$ cat src/rtl/div_unit.sv
// Iterative restoring divider for the EX stage: one quotient bit per cycle,
// stalls the pipeline while busy and holds the finished result until EX advances.
module div_unit #(
   parameter int unsigned WIDTH = 32
) (
   input  logic               clk,
   input  logic               rst_n,
   input  logic               start_i,
   input  logic               signed_i,
   input  logic [WIDTH-1:0]   op_a_i,
   input  logic [WIDTH-1:0]   op_b_i,
   input  logic               annul_i,
   input  logic               ex_hold_i,
   output logic               stallreq_o,
   output logic               ready_o,
   output logic [2*WIDTH-1:0] result_o
);

   localparam int unsigned CW = $clog2(WIDTH) + 1;

   typedef enum logic [1:0] {FREE, BYZERO, ON, END} state_t;

   state_t           state_q, state_d;
   logic [CW-1:0]    count_q;
   logic [WIDTH:0]   rem_q;
   logic [WIDTH-1:0] quo_q;
   logic [WIDTH-1:0] divisor_q;
   logic             neg_quo_q, neg_rem_q;

   logic             a_neg, b_neg;
   logic [WIDTH-1:0] abs_a, abs_b;
   logic [WIDTH:0]   diff;
   logic             fits;
   logic [WIDTH-1:0] rem_trial, quo_next, quo_fix, rem_fix;
   logic             last;

   // quo_q shifts the remaining dividend bits out of its top while quotient
   // bits enter at the bottom; rem_q already holds the next bit shifted in.
   always_comb begin
      a_neg     = signed_i & op_a_i[WIDTH-1];
      b_neg     = signed_i & op_b_i[WIDTH-1];
      abs_a     = a_neg ? -op_a_i : op_a_i;
      abs_b     = b_neg ? -op_b_i : op_b_i;
      diff      = rem_q - {1'b0, divisor_q};
      fits      = ~diff[WIDTH];
      rem_trial = fits ? diff[WIDTH-1:0] : rem_q[WIDTH-1:0];
      quo_next  = {quo_q[WIDTH-2:0], fits};
      quo_fix   = neg_quo_q ? -quo_next : quo_next;
      rem_fix   = neg_rem_q ? -rem_trial : rem_trial;
      last      = (count_q == CW'(WIDTH - 1));
   end

   always_comb begin
      state_d = state_q;
      if (annul_i) begin
         state_d = FREE;
      end else begin
         case (state_q)
            FREE:    if (start_i) state_d = (op_b_i == '0) ? BYZERO : ON;
            BYZERO:  state_d = END;
            ON:      if (last) state_d = END;
            END:     if (!ex_hold_i) state_d = FREE;
            default: state_d = FREE;
         endcase
      end
   end

   always_ff @(posedge clk or negedge rst_n) begin
      if (!rst_n) state_q <= FREE;
      else        state_q <= state_d;
   end

   always_ff @(posedge clk or negedge rst_n) begin
      if (!rst_n) begin
         count_q   <= '0;
         rem_q     <= '0;
         quo_q     <= '0;
         divisor_q <= '0;
         neg_quo_q <= 1'b0;
         neg_rem_q <= 1'b0;
         result_o  <= '0;
         ready_o   <= 1'b0;
      end else begin
         ready_o <= (state_d == END);
         case (state_q)
            FREE: begin
               if (state_d == ON) begin
                  rem_q     <= {{WIDTH{1'b0}}, abs_a[WIDTH-1]};
                  quo_q     <= {abs_a[WIDTH-2:0], 1'b0};
                  divisor_q <= abs_b;
                  neg_quo_q <= a_neg ^ b_neg;
                  neg_rem_q <= a_neg;
                  count_q   <= '0;
               end
            end
            ON: begin
               rem_q   <= {rem_trial, quo_q[WIDTH-1]};
               quo_q   <= quo_next;
               count_q <= count_q + CW'(1);
               if (state_d == END) result_o <= {rem_fix, quo_fix};
            end
            BYZERO: begin
               if (state_d == END) result_o <= '0;
            end
            default: ;
         endcase
      end
   end

   assign stallreq_o = start_i & ~annul_i & (state_q != END);

endmodule

$ cat config.mk
export PLATFORM = sky130hd
export DESIGN_NAME = div_unit
export DESIGN_NICKNAME = d
export VERILOG_FILES = /design/src/rtl/div_unit.sv
export SDC_FILE = /design/constraint.sdc
export NUM_CORES = 1
export LEC_CHECK = 0
export ABC_AREA = 1
export BUFFER_PORTS_ARGS = -buffer_cell sky130_fd_sc_hd__buf_2
export CORE_ASPECT_RATIO = 2
export CORE_MARGIN = 2
export CORE_UTILIZATION = 25
export CTS_BUF_LIST = sky130_fd_sc_hd__clkbuf_16
export CTS_CLUSTER_SIZE = 10
export DETAILED_ROUTE_END_ITERATION = 8
export GPL_ROUTABILITY_DRIVEN = 0
export SLEW_MARGIN = 30
export SYNTH_ARGS = -nofsm -noshare
export SYNTH_HDL_FRONTEND = slang
export SYNTH_SLANG_ARGS = --single-unit
$ cat constraint.sdc
create_clock -name clk -period 10.2 [get_ports clk]
set_input_delay 1.02 -clock clk [delete_from_list [all_inputs] [get_ports clk]]
set_output_delay 1.02 -clock clk [all_outputs]
set_load 0.005 [all_outputs]
; ---- Yosys cells after proc, flatten, opt, wreduce, memory -nomap -nowiden
; Index checks and enable logic that the tools add are counted.
[word_totals]
word_cells = 59
input_bits = 70
regBits = 172
output_inout_bits = 66
[op_classes]
muxes = 20
eq_ne = 10
bitwise = 7
reduce_logical = 7
n_addsub = 6
[ops]
columns = operator, count
row1 = $mux W32, 6
row2 = $mux W64, 2
row3 = $neg A32 Y32, 4
row4 = $pmux W64 S2, 1
row5 = $pmux W33 S2, 1
row6 = $pmux W32 S2, 1
row7 = $mux W33, 1
row8 = $sub A33 B32 Y33, 1
row9 = $logic_not A32 Y1, 1
row10 = $pmux W6 S2, 1
row11 = $mux W2, 5
row12 = $eq A2 B2 Y1 const B, 4
row13 = $ne A2 B2 Y1 const B, 4
row14 = $pmux W2 S4, 1
row15 = $add A6 B1 Y6 const B, 1
row16 = $eq A6 B5 Y1 const B, 1
row17 = $mux W6, 1
row18 = $and A1 B1 Y1, 4
row19 = $reduce_and A2 Y1, 2
row20 = $reduce_bool A2 Y1, 2
row21 = $reduce_and A3 Y1, 1
row22 = $eq A2 B1 Y1 const B, 1
row23 = $logic_not A2 Y1, 1
row24 = $not A1 Y1, 2
row25 = $xor A1 B1 Y1, 1

; ---- Logic depth before layout (Yosys ltp)
[depth]
ltp_word = 8
depth_mapped = 32
depth_no_buf = 30

; ---- Least setup slack after synthesis
; OpenSTA, ideal clock, no wires.
[synth_timing]
path_kind = flip-flop to flip-flop
startpoint = reg rem_q[0]
endpoint = reg result_o[26]
t_required_ns = 10.065
t_arrival_ns = 3.932
stages_incl_launch_ff = 32
n_path_buf = 2
setup_ns = 0.135
setup_slack_ns = 6.133
period_less_slack_ns = 4.067
path_cell_list = dfrtp_1 -> inv_1 -> ha_1 -> inv_1 -> fa_1 -> nand2_1 -> nand2_1 -> nand3_1 -> nand2_2 -> nand2_1 -> nand2_2 -> nand2_4 -> nand3_4 -> nand2_4 -> buf_6 -> buf_4 -> ha_1 -> inv_1 -> nor3_1 -> nand3_1 -> nor2_1 -> nand3_1 -> nor2_1 -> nand2_1 -> nand2_1 -> nand2_1 -> a21oi_1 -> nand2_1 -> o21ai_0 -> a21oi_1 -> o21ai_0 -> o21ai_0
[synth_between]
elab_chain_len = 6
[synth_lines]
columns = element, line_no
row1 = "start, declared", 25  ; logic [WIDTH:0] rem_q;
row2 = "start signal, assigned", 88  ; rem_q <= {{WIDTH{1'b0}}, abs_a[WIDTH-1]};
row3 = "start signal, assigned", 97  ; rem_q <= {rem_trial, quo_q[WIDTH-1]};
row4 = $sub A33 B32 Y33, 44  ; diff = rem_q - {1'b0, divisor_q};
row5 = $not A1 Y1, 45  ; fits = ~diff[WIDTH];
row6 = $neg A32 Y32, 48  ; quo_fix = neg_quo_q ? -quo_next : quo_next;
row7 = $mux W32, 48
row8 = $mux W64, 100  ; if (state_d == END) result_o <= {rem_fix, quo_fix};
row9 = $pmux W64 S2, 85  ; case (state_q)
row10 = "end signal, assigned", 100
row11 = "end, declared", 16  ; output logic [2*WIDTH-1:0] result_o
; No other way between the ends. The select of a mux whose other input is x is not followed.
; A chain may end at the register's enable or synchronous reset.

; ---- Final worst setup path
; Same ends and word-level chain as after synthesis.

==> results.json <==
{
  "leakage_power_figure_uw": 0.00781,
  "io_buffers": 135,
  "clkSinkCount": 172,
  "first_element_of_the_critical_path": "rem_q[0]",
  "synth_edf_count": 0,
  "worst_ep_arrival_time_ns": 5.17,
  "cts_repair_resize_count": 0,
  "drc": 0,
  "crit_path_max_fanout": 42,
  "ctsRootBufferMaster": "clkbuf_16",
  "setup_viol": 0,
  "dieHeight_um": 327,
  "final.setup.tns_ns": 0,
  "fill_cells": 5788,
  "synth-main-ff-cell": "dfrtp_1",
  "clock_tree.htree_level_count": 4,
  "detailroute.via_count": 13300,
  "ys_types": 51,
  "ir_drop_mv": 0.172,
  "detailed_place_hpwl_um": 38900,
  "total_nets_after_synthesis": 2103,
  "yosysWarnings": 0,
  "starting_density_of_the_core_pct": 25.2,
  "antenna_cells": 0,
  "fin_crit_ns": 4.83,
  "final-hold-violation-count": 0,
  "tritoncts": "built",
  "clk_transition_reported_paths_ns": 0.07,
  "skew_ns": 0.0179,
  "clock_path_buffers": 2,
  "area_growth_syn_to_layout_pct": 14.7,
  "drt_iter0_markers": 735,
  "min-delay-path-class": "reg2reg",
  "timing_worst_slew_pin_value_ns": 1.02,
  "dp_worst_setup_slack_ns": 5.42,
  "grtUsageTotal_pct": 18.4,
  "grt_pass1_vias": 13600,
  "crit_required_ns": 10.54,
  "critPathSlowestCell": "nand2_4",
  "path_common_cell": "nand2_1",
  "min-delay-start": "result_o[50]",
  "critical_path.max_stage_delay_ns": 0.41,
  "power.share.combinational_pct": 64.5,
  "report.final.slew_viol_count": 0,
  "grt_max_degree": 81,
  "worstSetupEndpointType": "flip-flop",
  "synth.ff_latch_count": 172,
  "synth-async-reset-ratio_pct": 100,
  "crit_path_start_kind": "flip-flop",
  "run_status": "completed",
  "sequentialPowerShare_pct": 20.6,
  "share_clk_of_total_power_pct": 14.9,
  "number_of_antenna_violations_at_the_first_check_in_global_routing": 2,
  "die-area_um2": 54000,
  "pin_count": 136,
  "p_sw_share_pct": 56.5,
  "dr.pass1.iters": 6,
  "vias_per_cell": 4.81,
  "post-route-util_pct": 28.9,
  "worst_slew_margin_rel_pct": 31.5,
  "post_route_cells_drive_above_1_share_pct": 10.9,
  "postSynthCellCount": 1995,
  "post_cts_buffers": 0,
  "cts-hold-fix-buffers": 0,
  "syn_area_per_cell_um2": 6.53,
  "maxCapViolCount": 0,
  "hold_ws_ns": 0.473,
  "first_pass_grt_wire_length_um": 74400,
  "ant_nets": 0,
  "post_synth_instance_area_um2": 13000,
  "worst_r2r_startpoint": "rem_q[0]",
  "die_width_um": 165,
  "rsz_0062_raised_after_global_routing": "false",
  "rows": 118,
  "final_nets": 2208,
  "part_of_the_yosys_area_used_for_sequential_elements_pct": 33.1,
  "power.internal_uw": 2000,
  "gr-total-overflow": 0,
  "tritoncts.num_buffers": 17,
  "worst-setup-path-type": "reg2reg",
  "clock_insertion_delay_worst_skew_ns": 0.47,
  "p_sw_uw": 2600,
  "fp.coreArea_um2": 51700,
  "finalWorstSetupSlack_ns": 5.37,
  "power_per_cell_area_nw_per_um2": 308,
  "route.final.wire_length_um": 48700,
  "post_drt_wl_per_cell_um": 17.6,
  "final_clock_period_utilization_by_the_worst_path_pct": 47.4,
  "clock.fmax_mhz": 207
}
## power by group through the flow
stage | logic [uW] | registers, uW | clock network [uW]
CTS | 2950 | 942 | 697
detailed placement | 2930 | 954 | 0
global route | 3300 | 956 | 721
floorplan | 2130 | 890 | 0
finish | 2970 | 947 | 684
global placement | 2930 | 952 | 0
## metrics by stage
step                instance area [um^2]  power (uW)  std cells
global route                       14900        4980       2773
CTS                                14900        4590       2773
finish                             14900        4600       2773
floorplan                          13000        3020       1995
detailed placement                 14300        3890       2741
global placement                   14300        3880       2741
## final timing paths
check,to,slack (ns),cells past startpoint
min in group asynchronous,state_q[0],0.58,1
worst min register to register,result_o[50],0.47,2
worst max register to register,result_o[26],5.37,29
worst min-delay path,result_o[50],0.47,2
worst max-delay path,result_o[26],5.37,29
max in group asynchronous,result_o[2],7.69,3
## sequential cells by signal, summed over array words and instances, names as in the netlist
signal / flops
neg_quo_q: 1
divisor_q: 32
count_q: 6
quo_q: 32
result_o: 64
rem_q: 33
state_q: 2
ready_o: 1
neg_rem_q: 1
## cells by family (layout without fill, tap and decap cells)
family / after synthesis / after routing / share of synthesized area (%)
simple gates: 1100 / 1100 / 35.1
buf+inv: 324 / 442 / 9.80
compound gates: 280 / 280 / 12.9
flops: 172 / 172 / 33.1
xor+xnor: 81 / 81 / 5.45
fa+ha+maj: 38 / 38 / 3.71
## metal layers
| metal | track usage [%] | share of wire, % |
|---|---|---|
| met4 | 17.4 | 11 |
| met1 | 16.4 | 32 |
| met5 | 0 | 0 |
| met3 | 1.97 | 2.9 |
| met2 | 34.8 | 54 |
## worst max-delay path: cells and delay by family (launching register included)
family | cells | cell delay (ns)
buffers and inverters | 3 | 0.21
AOI/OAI and AO/OA | 5 | 0.68
and+or+nand+nor | 18 | 2.64
adders and majority gates | 3 | 0.80
DFF | 1 | 0.38
## placed cells by master (no fill, tap or decap), types with 17 or more instances in the layout
cell       synthesis  final
xnor2_1           24     24
nor2_1           199    198
nand2_1          674    674
inv_1            256    256
o221ai_1          22     22
xor2_1            57     57
ha_1              37     37
nand3_1          121    121
nand4_1           19     19
nand2_2           19     19
o22ai_1           26     26
buf_2              6    134
dfrtp_1          172    172
nor3_1            31     31
a21oi_1           58     58
clkbuf_16          0     17
o21ai_0          109    109
## synthesized netlist by cell type (22+ instances only)
master      n  area [um^2]
nand2_1   674         2530
inv_1     256          961
nor2_1    199          747
dfrtp_1   172         4300
nand3_1   121          606
o21ai_0   109          546
a21oi_1    58          290
xor2_1     57          499
clkbuf_1   39          146
ha_1       37          463
nor3_1     31          155
o22ai_1    26          163
xnor2_1    24          210
o221ai_1   22          193
## final cells by class
| cell class | count | area, um^2 | share of cell area (%) |
|---|---|---|---|
| multi-input combinational | 1499 | 7440 | 49.8 |
| sequential | 172 | 4300 | 28.8 |
| inverter | 264 | 991 | 6.64 |
| tap | 660 | 826 | 5.53 |
| timing repair buffer | 146 | 764 | 5.12 |
| clock buffer | 17 | 425 | 2.85 |
| clock inverter | 15 | 178 | 1.19 |
(Power assumes the default switching activity.)
